## src/rtl/ifetch_dram_responder_if.sv

```systemverilog
// ifetch_dram_responder_if: read channel between the fetch responder
// and the 64-bit instruction backing memory.
interface ifetch_dram_responder_if;
  logic        mem_req;
  logic [63:0] mem_addr;
  logic        mem_ack;
  logic [63:0] mem_rdata;

  modport master (
    output mem_req,
    output mem_addr,
    input  mem_ack,
    input  mem_rdata
  );

  modport slave (
    input  mem_req,
    input  mem_addr,
    output mem_ack,
    output mem_rdata
  );
endinterface

```

## src/rtl/ifetch_dram_responder.sv

```systemverilog
// ifetch_dram_responder: DRAM fetch channel responder for the IF2 stage.
// Optional single-line buffer enabled by defining IFETCH_LINE_BUF_EN.
module ifetch_dram_responder #(
  parameter logic [63:0] DRAM_BASE = 64'h0000_0000_8000_0000
) (
  input  logic        clk,
  input  logic        reset,
  input  logic        fetch_req,
  input  logic [63:0] fetch_addr,
  input  logic        flush,
  input  logic        inv,
  output logic        if_channel_sel,
  output logic [31:0] dram_dout,
  output logic        dram_data_ready,
  output logic        fetch_busy,
  ifetch_dram_responder_if.master mem
);

  typedef enum logic [1:0] {
    IDLE,
    REQ,
    DRAIN,
    RESP
  } state_t;

  state_t      state;
  state_t      state_nx;
  logic [63:2] addr_q;
  logic        accept;
  logic        hit;
  logic        fill;
  logic [31:0] hit_word;
  logic [31:0] ack_word;
  logic        unused_ok;

  assign if_channel_sel = fetch_addr >= DRAM_BASE;
  assign accept = (state == IDLE) && fetch_req
                  && if_channel_sel && !flush;
  assign fill = mem.mem_ack
                && (state == REQ || state == DRAIN);
  assign ack_word = addr_q[2] ? mem.mem_rdata[63:32]
                              : mem.mem_rdata[31:0];

  // addr_q only changes on accept, so mem_addr stays stable in REQ/DRAIN
  assign mem.mem_addr = {addr_q[63:3], 3'b000};

`ifdef IFETCH_LINE_BUF_EN
  logic        buf_vld;
  logic [63:3] buf_tag;
  logic [63:0] buf_data;

  // invalidate wins over a same-cycle lookup or fill
  assign hit = buf_vld && !inv
               && (buf_tag == fetch_addr[63:3]);
  assign hit_word = fetch_addr[2] ? buf_data[63:32]
                                  : buf_data[31:0];

  always_ff @(posedge clk or posedge reset) begin
    if (reset) begin
      buf_vld <= 1'b0;
    end else if (inv) begin
      buf_vld <= 1'b0;
    end else if (fill) begin
      buf_vld <= 1'b1;
    end
  end

  always_ff @(posedge clk) begin
    if (fill) begin
      buf_tag  <= addr_q[63:3];
      buf_data <= mem.mem_rdata;
    end
  end

  assign unused_ok = &{1'b0, fetch_addr[1:0]};
`else
  assign hit = 1'b0;
  assign hit_word = '0;
  assign unused_ok = &{1'b0, fetch_addr[1:0], inv};
`endif

  always_comb begin
    state_nx   = state;
    fetch_busy = 1'b0;
    unique case (state)
      IDLE: begin
        if (accept) begin
          fetch_busy = 1'b1;
          state_nx   = hit ? RESP : REQ;
        end
      end
      REQ: begin
        fetch_busy = 1'b1;
        if (mem.mem_ack) begin
          state_nx = flush ? IDLE : RESP;
        end else if (flush) begin
          state_nx = DRAIN;
        end
      end
      DRAIN: begin
        fetch_busy = 1'b1;
        if (mem.mem_ack) begin
          state_nx = IDLE;
        end
      end
      RESP: begin
        state_nx = IDLE;
      end
      default: begin
        state_nx = IDLE;
      end
    endcase
  end

  always_ff @(posedge clk or posedge reset) begin
    if (reset) begin
      state           <= IDLE;
      addr_q          <= '0;
      mem.mem_req     <= 1'b0;
      dram_dout       <= '0;
      dram_data_ready <= 1'b0;
    end else begin
      state           <= state_nx;
      dram_data_ready <= (state_nx == RESP);
      mem.mem_req     <= (state_nx == REQ)
                         || (state_nx == DRAIN);
      if (accept) begin
        addr_q <= fetch_addr[63:2];
      end
      if (accept && hit) begin
        dram_dout <= hit_word;
      end else if (state == REQ && mem.mem_ack
                   && !flush) begin
        dram_dout <= ack_word;
      end
    end
  end

endmodule
```

## src/flat_wrapper.sv

```systemverilog
// flat-port wrapper written by rule: the top's interface ports become plain ports
module ifetch_dram_responder_flat 
#(
  parameter logic [63:0] DRAM_BASE = 64'h0000_0000_8000_0000
)
  (clk, reset, fetch_req, fetch_addr, flush, inv, if_channel_sel, dram_dout, dram_data_ready, fetch_busy, mem_mem_req, mem_mem_addr, mem_mem_ack, mem_mem_rdata);
  ifetch_dram_responder_if mem_i ();
  input  logic clk;
  input  logic reset;
  input  logic fetch_req;
  input  logic [63:0] fetch_addr;
  input  logic flush;
  input  logic inv;
  output logic if_channel_sel;
  output logic [31:0] dram_dout;
  output logic dram_data_ready;
  output logic fetch_busy;
  output wire logic [$bits(mem_i.mem_req)-1:0] mem_mem_req;
  output wire logic [$bits(mem_i.mem_addr)-1:0] mem_mem_addr;
  input wire logic [$bits(mem_i.mem_ack)-1:0] mem_mem_ack;
  input wire logic [$bits(mem_i.mem_rdata)-1:0] mem_mem_rdata;
  assign mem_mem_req = mem_i.mem_req;
  assign mem_mem_addr = mem_i.mem_addr;
  assign mem_i.mem_ack = mem_mem_ack;
  assign mem_i.mem_rdata = mem_mem_rdata;
  ifetch_dram_responder #(.DRAM_BASE(DRAM_BASE)) u_core (.clk(clk), .reset(reset), .fetch_req(fetch_req), .fetch_addr(fetch_addr), .flush(flush), .inv(inv), .if_channel_sel(if_channel_sel), .dram_dout(dram_dout), .dram_data_ready(dram_data_ready), .fetch_busy(fetch_busy), .mem(mem_i));
endmodule
```

## config.mk

```make
export PLATFORM = sky130hd
export DESIGN_NAME = ifetch_dram_responder_flat
export DESIGN_NICKNAME = d
export VERILOG_FILES = /design/src/rtl/ifetch_dram_responder_if.sv /design/src/rtl/ifetch_dram_responder.sv /design/src/flat_wrapper.sv
export SDC_FILE = /design/constraint.sdc
export NUM_CORES = 1
export LEC_CHECK = 0
export BUFFER_PORTS_ARGS = -buffer_cell sky130_fd_sc_hd__buf_2
export CELL_PAD_IN_SITES_DETAIL_PLACEMENT = 0
export CELL_PAD_IN_SITES_GLOBAL_PLACEMENT = 1
export CORE_AREA = 3 3 175 109
export CTS_CLUSTER_SIZE = 25
export DETAILED_ROUTE_END_ITERATION = 8
export DIE_AREA = 0 0 178 112
export PLACE_DENSITY_LB_ADDON = 0.15
export SLEW_MARGIN = 5
export SYNTH_ARGS = -nofsm -noshare
export SYNTH_HDL_FRONTEND = slang
export SYNTH_SLANG_ARGS = --single-unit
```

## constraint.sdc

```tcl
create_clock -name clk -period 3.2 [get_ports clk]
set_clock_uncertainty 0.1 [all_clocks]
set_input_delay 0.64 -clock clk [delete_from_list [all_inputs] [get_ports clk]]
set_output_delay 0.64 -clock clk [all_outputs]
set_load 0.01 [all_outputs]
```

Word-level counts from Yosys, hierarchy flattened:

Index checks and enable logic that the tools add are counted.

* equal/unequal tests: 6
* $lt $le $gt $ge: 1
* multiplexer cells: 9
* reductions and logical operators: 9

Operator list (number)
* greater-or-equal comparator 64 x 32 -> 1 bit (second input constant): 1
* 2-to-1 mux 32 bit: 1
* 2-to-1 mux 2 bit: 5
* equality test 2 bit (second input constant): 4
* case mux 2 bit (4 select lines): 1
* logical AND 1 bit: 5
* equality test 2 x 1 -> 1 bit (second input constant): 2
* logical NOT 2 bit: 1
* case mux 1 bit (2 select lines): 1
* OR reduction 2 bit: 1
* logical NOT 1 bit: 1
* logical OR 1 bit: 1
* 2-to-1 mux 1 bit: 1

* register bits after elaboration: 98
* input port bits: 134
* word-level logic and storage cells: 30

Longest topological paths before layout:

Gate-level depths: netlist of run 1.

* depth after elaboration: 8
* depth in mapped cells: 8

Worst setup path before layout of run 1:

Ideal clock, no wire load.

* path kind: in2out
* start: in fetch_addr[52]
* end: out fetch_busy
* data required time: 2460 ps
* buffers on the path: 1
* stages: 5
* data arrival time: 1715 ps
* path slack: 745 ps
* cells stage by stage: or4_1 > nor3_2 > and3_1 > buf_4 > o31ai_1

* word-level cells in the longest chain between the ends: 5

RTL lines
* start, declared: line flat_wrapper.sv:11 `input logic [63:0] fetch_addr;`
* greater-or-equal comparator 64 x 32 -> 1 bit: line ifetch_dram_responder.sv:36 `assign if_channel_sel = fetch_addr >= DRAM_BASE;`
* logical AND 1 bit (2 in series): line ifetch_dram_responder.sv:38 `&& if_channel_sel && !flush;`
* 2-to-1 mux 1 bit: line ifetch_dram_responder.sv:87 `if (accept) begin`
* case mux 1 bit (2 select lines): line ifetch_dram_responder.sv:85 `unique case (state)`
* end, declared: line flat_wrapper.sv:17 `output logic fetch_busy;`

Every way passes these cells.

Worst setup path after layout of run 1:

Same ends and word-level chain as after synthesis.

==> results of run 1 <==
-- synth_stat cells (3+ instances only) --
cell and n:
a41oi_1 29, and2_1 29, and3_1 3, buf_2 8, buf_4 73, clkbuf_1 27, dfrtp_1 98, ha_1 6
inv_1 9, mux2i_1 38, nand2_1 118, nand3_1 27, nand4_1 27, nor2b_1 3, nor4_1 12, o21ai_0 34
o21ai_1 36
-- worst min-delay path by stage --
stage | startpoint | slack, ns | end | cells after the start
final | reset | 0.23 | u_core.dram_dout[13] | 2
after global placement | u_core.dram_dout[15] | 0.36 | u_core.dram_dout[15] | 2
after global routing | reset | 0.26 | u_core.dram_dout[11] | 2
after detailed placement | u_core.dram_dout[7] | 0.37 | u_core.dram_dout[7] | 2
after CTS | reset | 0.24 | u_core.dram_dout[13] | 2
after floorplan | u_core.addr_q[31] | 0.38 | u_core.addr_q[31] | 2
-- sequential cells by signal, summed over array words and instances (netlist names) --
signal	count
u_core.state	2
u_core.dram_data_ready	1
u_core.mem.mem_req	1
u_core.addr_q	62
u_core.dram_dout	32
-- final cells by class --
cell class / instances / share of cell area
Sequential cell: 98 / 0.3737
Tap cell: 240 / 0.04573
Inverter: 10 / 0.006288
Clock inverter: 7 / 0.009337
Timing Repair Buffer: 239 / 0.1905
Clock buffer: 9 / 0.03430
Multi-Input combinational cell: 379 / 0.3401
-- routing by layer --
| layer | GRT usage | vias to the layer above | share of wire |
|---|---|---|---|
| met5 | 0 | - | 0 |
| met4 | 0.03032 | 0 | 0.0071 |
| met3 | 0.04738 | 8 | 0.071 |
| met2 | 0.2379 | 130 | 0.44 |
| met1 | 0.2351 | 2249 | 0.49 |
| li1 | - | 2307 | - |
-- worst max-delay path, stage by stage --
cell and delay (ns):
buf_2 0.10, or4_1 0.57, nor3_4 0.14, and3_1 0.17, buf_4 0.19, o31ai_1 0.11
buf_2 0.15
-- layout by cell type, fill, tap and decap left out, drive strengths merged --
cell type  instances
clkinv             3
mux2i             38
and4               2
or4                1
a2bb2oi            2
o311ai             1
nor2               1
nand2            118
nand2b             1
ha                 6
nand3             27
nand3b             1
o32ai              1
nor4              12
clkbuf             9
conb               3
a41oi             29
nand4             27
clkinvlp           2
dfrtp             98
and2              29
inv               12
o21ai             70
nor3               3
nor2b              3
buf              239
o31ai              1
and3               3
-- stage by stage --
stage          hold WS (ns)  area (µm²)  cells  setup slack, ns
5_1_grt              0.2644        6566    982           0.2906
4_1_cts              0.2427        6566    982           0.3642
3_3_place_gp         0.3580        6280    966           0.3700
3_5_place_dp         0.3671        6280    966           0.3636
6_report             0.2293        6566    982           0.3699
2_1_floorplan        0.3849        5400    595           0.7448
-- power by group through the flow --
stage | combinational [mW] | clock [mW] | sequential [mW]
floorplan | 1.86 | 0 | 2.27
global placement | 2.27 | 0 | 2.33
detailed placement | 2.30 | 0 | 2.37
CTS | 2.30 | 1.11 | 2.35
global route | 2.53 | 1.16 | 2.45
finish | 2.25 | 1.07 | 2.34
-- cell families after synthesis --
family,after synthesis,synth area share
muxes,38,0.07058
AOI/OAI and AO/OA,104,0.1200
buffers and inverters,118,0.1349
and+or+nand+nor,228,0.2048
DFF,98,0.4551
other,1,0.0006959
adders and majority gates,6,0.01393
==> key figures, run 1 <==
Clocking
  • CTS clk-pin slew, worst paths: around 0.080 ns
  • CTS tree: built
  • Clk sinks: roughly 100
  • Postcts setup bufs: 0
  • Worst-Skew Late Latency: 0.34 ns
  • Clock Tree Buf Depth: 2
  • CTS Buf Count: 9
  • Clock Root Buffer: clkbuf_16
  • Post-CTS resize count: 0
  • Number of H-tree levels: 3
  • Hold-fix buffers at CTS: 0

STA
  • Period utilisation layout: 0.8844
  • Max transition margin: 0.3722
  • Final hold violations: 0
  • Final setup viols: 0
  • Fmax: roughly 350 MHz
  • Slew @ Worst Pin: roughly 0.94 ns
  • RSZ-0062 raised after global routing: no
  • Final setup TNS: 0 ns
  • Fin crit period: roughly 2.8 ns
  • Max-slew violations: 0

Setup path
  • Crit start category: primary input
  • Worst endpoint required time: 2.46 ns
  • FF-to-FF End: u_core.addr_q[2]
  • FF-to-FF setup slack: 1.19 ns
  • CP Class: in -> out
  • Reg2Reg Depth: 7
  • Critical path arrival: between 2 and 2.5 ns
  • Worst setup endpoint: fetch_busy
  • Worst-path maximum fanout: 9
  • Crit. End Element: output port
  • Crit path from: fetch_addr[52]
  • Reg-to-Reg Start: u_core.state[0]

Global routing
  • Initial antenna violation count: 0
  • First-pass GRT wire length: between 20000 and 30000 µm
  • Global Route Usage Sum: 0.1611
  • Largest net degree at the start of global routing: 65
  • Total global routing overflow: 0
  • Vias in the first global route: 4589

Final layout
  • Final #Nets: roughly 880
  • Area growth, synth to finish: 21.85%
  • FILL cells: around 1900
  • Share of layout cells above drive strength 1: 0.3531
  • Post-layout util: 0.3703
  • Diodes inserted: 0
  • Area taken by multi-input logic gates: between 0.002 and 0.0025 mm²
  • Total area of sequential cells: approximately 0.0025 mm²

Yosys
  • Syn Inst Count: approximately 600
  • Dominant cells by area after synthesis: dfrtp_1 46%, buf_4 10%, nand2_1 8.2%
  • Most used flip-flop cell after synthesis: dfrtp_1
  • Synth async-reset ratio: 1.000
  • Yosys Warn Count: 0
  • Share of the synthesized area in the top cell type: 0.4551
  • EDFF count, synth: 0
  • Synth cell types: 30
  • Leading area contributor after synthesis: dfrtp_1
  • Netlist Area Pre-Place: approximately 0.0054 mm²
  • Flip-flop and latch count after synthesis: 98
  • Post-synthesis sequential area ratio: 0.4551
  • Syn_area_per_cell: between 9 and 10 µm²

Die
  • IO Pins: around 230
  • Die Wd: roughly 180 µm
  • Die Ht: roughly 110 µm
  • Core box area: 0.01773 mm²
  • Starting density of the core: 0.3039
  • Cell row count: 38
  • Die area: 0.01994 mm²

Detailed routing
  • Vias: 4694
  • WL final: about 16000 µm
  • Final ANT Viol Nets: 0
  • Residual DRC: 0
  • Via/cell ratio: between 4 and 5
  • Initial DRC count: 230
  • Wire per inst: around 17 µm
  • Drt first pass iters: 4

Placement
  • GP Congestion: 0.8407
  • Number of port buffers: between 200 and 250
  • Dpl hpwl: around 12000 µm

Pwr
  • Peak supply drop: around 0.27 mV
  • Leak: around 3.3 nW
  • Sw frac: 0.3935
  • Final Power: ~5.7 mW
  • Logic pwr share: 0.398
  • Net Switching: approximately 2.2 mW
  • Sequential Power Share: 0.414
  • Internal cell power: 3.437 mW
  • Power Density: between 800 and 900 mW/mm²
  • Clock Power Share: 0.189

Worst hold path
  • Worst Hold Class: in -> async

Run
  • Number of max-cap violations: 0

Status
  • Status: complete, no violations
Note: power is estimated with default switching activity, not from simulation.
==> inputs of run 2 (changes only) <==
--- a/config.mk
+++ b/config.mk
@@ -12,7 +12,7 @@
 export CTS_CLUSTER_SIZE = 25
 export DETAILED_ROUTE_END_ITERATION = 8
 export DIE_AREA = 0 0 178 112
-export PLACE_DENSITY_LB_ADDON = 0.15
+export PLACE_DENSITY_LB_ADDON = 0.1
 export SLEW_MARGIN = 5
 export SYNTH_ARGS = -nofsm -noshare
 export SYNTH_HDL_FRONTEND = slang
==> run 2 against run 1 <==
Via count is 1.5% higher. Hold slack better by 0.12 ns. Routed wire length is 0.37% higher. Critical path depth is 1 lower. Critical path type unchanged. Largest cell class unchanged. Highest routed layer unchanged.
==> key figures, run 2 (synthesized netlist as in run 1, its figures left out) <==
Detailed routing
  • Via/cell ratio: 4.851 (+1.5%)
  • Final ANT Viol Nets: 0 (unchanged)
  • Residual DRC: 0 (unchanged)
  • Initial DRC count: 253 (+10%)
  • Wire per inst: 16.72 µm (+0.37%)
  • Drt first pass iters: 4 (unchanged)
  • WL final: 16420 µm (+0.37%)
  • Vias: 4764 (+1.5%)

Clocking
  • Clk sinks: 98 (unchanged)
  • Post-CTS resize count: 0 (unchanged)
  • Number of H-tree levels: 3 (unchanged)
  • Hold-fix buffers at CTS: 0 (unchanged)
  • CTS clk-pin slew, worst paths: 0.07 ns (about the same)
  • CTS Buf Count: 9 (unchanged)
  • Clock Tree Buf Depth: 2 (unchanged)
  • Postcts setup bufs: 0 (unchanged)
  • Worst-Skew Late Latency: 0.34 ns (about the same)
  • CTS tree: built
  • Clock Root Buffer: clkbuf_16

STA
  • Max-slew violations: 0 (unchanged)
  • Fmax: 348.7 MHz (-1.3%)
  • Slew @ Worst Pin: 0.9479 ns (+0.006263 ns)
  • Final setup viols: 0 (unchanged)
  • Fin crit period: 2.868 ns (+0.03804 ns)
  • Final hold violations: 0 (unchanged)
  • Final setup TNS: 0 ns (unchanged)
  • Tightest hold margin: 0.3487 ns (+0.1194 ns)
  • RSZ-0062 raised after global routing: no
  • Period utilisation layout: 0.8963 (+0.01189)
  • Max transition margin: 0.3681 (-0.004175)

Run
  • Number of max-cap violations: 0 (unchanged)

Final layout
  • Diodes inserted: 0 (unchanged)
  • Fin cells: 982 (unchanged)
  • Commonest non-fill, non-tap cells in the layout: 227 x buf_2, 118 x nand2_1, 97 x dfrtp_1, 38 x mux2i_1, 36 x o21ai_1
  • Area growth, synth to finish: 22.48%
  • Final #Nets: 877 (unchanged)
  • Max reg flops: 62 (unchanged)
  • Commonest non-fill, non-tap cell in the layout: buf_2
  • Share of layout cells above drive strength 1: 0.3504 (-0.002695)
  • Register bank with the most flops: u_core.addr_q
  • Regs by FF count: u_core.addr_q (62), u_core.dram_dout (32), u_core.state (2)

Pwr
  • Peak supply drop: 0.2529 mV (-6.8%)
  • Logic pwr share: 0.392 (-0.006)
  • Power Density: 866.3 mW/mm² (+0.39%)
  • Sw frac: 0.3798 (-0.01372)
  • Leak: 3.282 nW (+0.38%)
  • Final Power: 5.718 mW (+0.91%)
  • Clock Power Share: 0.198 (+0.009)
  • Net Switching: 2.172 mW (-2.6%)
  • Sequential Power Share: 0.410 (-0.004)
  • Internal cell power: 3.546 mW (+3.2%)

Global routing
  • First-pass GRT wire length: 25810 µm (+0.91%)
  • Total global routing overflow: 0 (unchanged)
  • Global Route Usage Sum: 0.1636 (+0.002449)
  • Initial antenna violation count: 0 (unchanged)
  • Largest net degree at the start of global routing: 65 (unchanged)
  • Vias in the first global route: 4603 (+0.31%)

Worst hold path
  • Worst Hold Class: in -> async

Die
  • Core box area: 0.01773 mm² (unchanged)
  • Die Ht: 112 µm (unchanged)
  • Die area: 0.01994 mm² (unchanged)
  • Cell row count: 38 (unchanged)
  • Die Wd: 178 µm (unchanged)
  • IO Pins: 234 (unchanged)
  • Starting density of the core: 0.3039 (unchanged)

Setup path
  • Crit start category: primary input
  • Crit. End Element: output port
  • Delay of the slowest critical-path stage: 0.58 ns (about the same)
  • Worst-path maximum fanout: 7 (-2)
  • CP Cell Sequence: buf_2 > or4_1 > nor3_4 > and3_1 > inv_2 > buf_2
  • Crit-path most repeated cell: buf_2
  • Worst endpoint required time: 2.46 ns (about the same)
  • CP Class: in -> out
  • CP max stage cell: or4_1
  • Crit path buf inv count: 3 (unchanged)
  • Delay-heaviest family, CP: simple AND/OR/NAND/NOR gates
  • Critical path arrival: 2.13 ns (+0.04 ns)

Placement
  • Dpl hpwl: 11750 µm (about the same)
  • GP Congestion: 0.8088 (-3.8%)
  • Number of port buffers: 227 (unchanged)
  • Placed Cells: 966 (unchanged)

Status
  • Status: complete, no violations
run 2: cell count changes in the layout (fill, tap and decap cells not counted), sizes merged:
cell,before,now
bufinv,0,1
clkbuf,9,13
clkinv,3,2
clkinvlp,2,1
inv,12,9
run 2: worst register-to-register path, cell delays in order, from the launching register on:
cell	delay (ns)
dfrtp_1	0.40
inv_1	0.10
ha_1	0.22
nand3b_1	0.11
buf_4	0.54
mux2i_1	0.33
o21ai_1	0.08
run 2: path summary, 6_finish.rpt:
path                       slack [ns]  cells after the start            startpoint                    to
max                              0.33                      6        fetch_addr[52]        if_channel_sel
min                              0.35                      2                 reset  u_core.dram_dout[10]
max reg2reg                      1.21                      6       u_core.state[0]     u_core.addr_q[56]
min reg2reg                      0.38                      2  u_core.dram_dout[26]  u_core.dram_dout[26]
max in group asynchronous        1.90                      3                 reset     u_core.addr_q[44]
min in group clk                 0.38                      2  u_core.dram_dout[26]  u_core.dram_dout[26]
run 2: power groups by stage:
stage | clock, mW | combinational (mW) | sequential, mW
6_report | 1.13 | 2.24 | 2.34
2_1_floorplan | 0 | 1.86 | 2.27
5_1_grt | 1.23 | 2.52 | 2.46
3_3_place_gp | 0 | 2.25 | 2.34
3_5_place_dp | 0 | 2.29 | 2.37
4_1_cts | 1.18 | 2.30 | 2.35
run 2: through the flow:
step / setup WS [ns] / cell area [µm²] / util
after floorplan: 0.7448 / 5400 / -
after global placement: 0.2860 / 6292 / 0.3548
after detailed placement: 0.2739 / 6292 / 0.3548
after CTS: 0.2712 / 6600 / 0.3722
after global routing: 0.1943 / 6600 / 0.3722
final: 0.3318 / 6600 / 0.3722
run 2: area by class of cell:
type,instances,area [µm²]
fill,1853,11130
tap,240,300.3
multi-input combinational,379,2233
inverter,10,41.29
clock buffer,13,260.3
clock inverter,3,47.55
timing repair buffer,239,1264
sequential,98,2454
run 2: routing by layer:
metal | share of wire | track usage
met2 | 0.44 | 0.2410
met3 | 0.077 | 0.05181
met5 | 0 | 0
met4 | 0.0077 | 0.03189
met1 | 0.48 | 0.2364
==> inputs of run 3 (changes only) <==
--- a/config.mk
+++ b/config.mk
@@ -6,13 +6,11 @@
 export NUM_CORES = 1
 export LEC_CHECK = 0
 export BUFFER_PORTS_ARGS = -buffer_cell sky130_fd_sc_hd__buf_2
-export CELL_PAD_IN_SITES_DETAIL_PLACEMENT = 0
-export CELL_PAD_IN_SITES_GLOBAL_PLACEMENT = 1
-export CORE_AREA = 3 3 175 109
+export CORE_AREA = 4 4 155 97
 export CTS_CLUSTER_SIZE = 25
 export DETAILED_ROUTE_END_ITERATION = 8
-export DIE_AREA = 0 0 178 112
-export PLACE_DENSITY_LB_ADDON = 0.1
+export DIE_AREA = 0 0 159 101
+export PLACE_DENSITY = 0.71
 export SLEW_MARGIN = 5
 export SYNTH_ARGS = -nofsm -noshare
 export SYNTH_HDL_FRONTEND = slang
==> run 3 against run 2 <==
Sequential power hardly changed. Clock power grew 4%. Via count shrank 1.4%. Design area is 1.3% lower. Combinational power about the same. Power rose by 0.66%. Routed wire length decreased by 7.6%. Clock-buffer cell count decreased by 3. First-iteration DRC count increased by 2.4%. Sequential share of layout area increased by 0.51 points. Non-clock buffer count shrank 2. Core utilization is 11 points higher. Critical path type unchanged. Critical endpoint is now fetch_busy. Largest cell class unchanged.
==> key figures, run 3 (synthesized netlist as in run 1, its figures left out) <==
STA
  • Tightest hold margin: 0.2094 ns (-0.1393 ns)
  • Max transition margin: 0.3668 (-0.001226)
  • RSZ-0062 raised after global routing: no
  • Final hold violations: 0 (unchanged)
  • Period utilisation layout: 0.9221 (+0.02578)
  • Setup WS post-layout: 0.2493 ns (-0.08249 ns)
  • Max-slew violations: 0 (unchanged)
  • Fmax: 338.9 MHz (-2.8%)
  • Final setup viols: 0 (unchanged)
  • Final setup TNS: 0 ns (unchanged)
  • Slew @ Worst Pin: 0.9498 ns (+0.001838 ns)
  • Fin crit period: 2.951 ns (+0.08249 ns)

Clocking
  • Clk sinks: 98 (unchanged)
  • CTS clk-pin slew, worst paths: 0.07 ns (about the same)
  • Post-CTS resize count: 0 (unchanged)
  • Clock Tree Buf Depth: 2 (unchanged)
  • CTS tree: built
  • CTS Buf Count: 9 (unchanged)
  • Number of H-tree levels: 3 (unchanged)
  • Hold-fix buffers at CTS: 0 (unchanged)
  • Postcts setup bufs: 0 (unchanged)
  • Worst-Skew Late Latency: 0.33 ns (about the same)
  • Clock Root Buffer: clkbuf_16

Final layout
  • Max reg flops: 62 (unchanged)
  • Commonest non-fill, non-tap cell in the layout: buf_2
  • Final #Nets: 875 (-0.23%)
  • Share of layout cells above drive strength 1: 0.3514 (+0.0009470)
  • Regs by FF count: u_core.addr_q (62), u_core.dram_dout (32), u_core.state (2)
  • Total area of sequential cells: 0.002454 mm² (unchanged)
  • Register bank with the most flops: u_core.addr_q
  • Diodes inserted: 0 (unchanged)
  • Area growth, synth to finish: 20.83%
  • Post-route cell area: 0.006511 mm² (-1.3%)
  • Commonest non-fill, non-tap cells in the layout: 227 x buf_2, 118 x nand2_1, 97 x dfrtp_1, 38 x mux2i_1, 36 x o21ai_1
  • FILL cells: 1279 (-31%)
  • Area taken by multi-input logic gates: 0.002233 mm² (unchanged)

Detailed routing
  • Via/cell ratio: 5.133 (+5.8%)
  • Drt first pass iters: 4 (unchanged)
  • Initial DRC count: 259 (+2.4%)
  • WL final: 15170 µm (-7.6%)
  • Wire per inst: 16.58 µm (-0.86%)
  • Final ANT Viol Nets: 0 (unchanged)
  • Vias: 4697 (-1.4%)
  • Residual DRC: 0 (unchanged)

Setup path
  • Crit path buf inv count: 2 (-1)
  • Crit-path most repeated cell: buf_2
  • CP Class: in -> out
  • Worst-path maximum fanout: 3 (-4)
  • CP Cell Sequence: buf_2 > nor4_1 > and4_1 > and3_1 > o31ai_1 > buf_2
  • Crit start category: primary input
  • Worst endpoint required time: 2.46 ns (about the same)
  • Delay-heaviest family, CP: simple AND/OR/NAND/NOR gates
  • Critical path arrival: 2.21 ns (+0.08 ns)
  • CP max stage cell: nor4_1
  • Delay of the slowest critical-path stage: 0.53 ns (-0.05 ns)
  • Crit. End Element: output port
  • FF-to-FF setup slack: 1.18 ns (-0.03 ns)

Pwr
  • Leak: 3.274 nW (-0.24%)
  • Logic pwr share: 0.390 (-0.002)
  • Sequential Power Share: 0.406 (-0.004)
  • Power Density: 884.0 mW/mm² (+2.0%)
  • Clock Power Share: 0.205 (+0.007)
  • Peak supply drop: 0.3221 mV (+27%)
  • Internal cell power: 3.601 mW (+1.6%)
  • Sw frac: 0.3743 (-0.005481)
  • Net Switching: 2.154 mW (-0.79%)

Global routing
  • Largest net degree at the start of global routing: 65 (unchanged)
  • Vias in the first global route: 4406 (-4.3%)
  • Total global routing overflow: 0 (unchanged)
  • First-pass GRT wire length: 24230 µm (-6.1%)
  • Global Route Usage Sum: 0.1849 (+0.02133)
  • Initial antenna violation count: 0 (unchanged)

Placement
  • GP Congestion: 0.8529 (+5.5%)
  • Dpl hpwl: 10970 µm (-6.6%)
  • Placed Area: 0.006183 mm² (-1.7%)
  • Pre-CTS setup slack: 0.2893 ns (+0.01539 ns)
  • Number of port buffers: 227 (unchanged)

Die
  • Starting density of the core: 0.3991 (+0.09526)
  • Die Wd: 159 µm (-11%)
  • Cell row count: 33 (-13%)
  • Die area: 0.01606 mm² (-19%)
  • Core box area: 0.01350 mm² (-24%)
  • IO Pins: 234 (unchanged)
  • Die Ht: 101 µm (-9.8%)

Status
  • Status: complete, no violations

Run
  • Number of max-cap violations: 0 (unchanged)

Worst hold path
  • Worst Hold Class: in -> async
## run 3: cell count changes in the layout (fill, tap and decap cells not counted), sizes merged
cell      delta
buf          -2
bufinv       +1
clkbuf       -3
clkinv       -1
clkinvlp     +2
inv          +1
## run 3: stage by stage
stage,cells,util,power [mW]
detailed placement,899,0.4580,4.625
floorplan,595,-,4.132
global placement,899,0.4580,4.567
CTS,915,0.4823,5.836
global route,915,0.4823,6.221
finish,915,0.4823,5.756
## run 3: layer usage
layer | GRT usage | share of wire
met4 | 0.03600 | 0.0032
met5 | 0 | 0
met1 | 0.2689 | 0.48
met3 | 0.05517 | 0.086
met2 | 0.2748 | 0.43
## run 3: final cells by class
type,instances,share of cell area
clock buffers,10,0.03670
inverters,10,0.006341
repair buffers,237,0.1899
flip-flops and latches,98,0.3768
well taps,175,0.03363
clock inverters,6,0.01364
multi-input cells,379,0.3430
## run 3: worst register-to-register path, stage by stage, from the launching register on
cell and delay (ns):
dfrtp_1 0.43, inv_1 0.13, ha_1 0.19, nand2_1 0.09
nor2_4 0.25, buf_4 0.47, nand2_1 0.15, o21ai_1 0.14
## run 3: final timing paths
check / start / end / cells past startpoint
setup / recovery: fetch_addr[60] / fetch_busy / 6
hold / removal: reset / u_core.addr_q[3] / 2
setup reg to reg: u_core.state[1] / u_core.addr_q[23] / 7
hold reg to reg: u_core.dram_dout[5] / u_core.dram_dout[5] / 2
max in group asynchronous: reset / u_core.addr_q[52] / 3
min in group clk: u_core.dram_dout[5] / u_core.dram_dout[5] / 2
## run 3: power by group through the flow
| stage | combinational (mW) | clock [mW] | sequential (mW) |
|---|---|---|---|
| final | 2.24 | 1.18 | 2.33 |
| after global routing | 2.52 | 1.26 | 2.44 |
| after CTS | 2.28 | 1.22 | 2.34 |
| after detailed placement | 2.28 | 0 | 2.35 |
| after global placement | 2.23 | 0 | 2.33 |
| after floorplan | 1.86 | 0 | 2.27 |
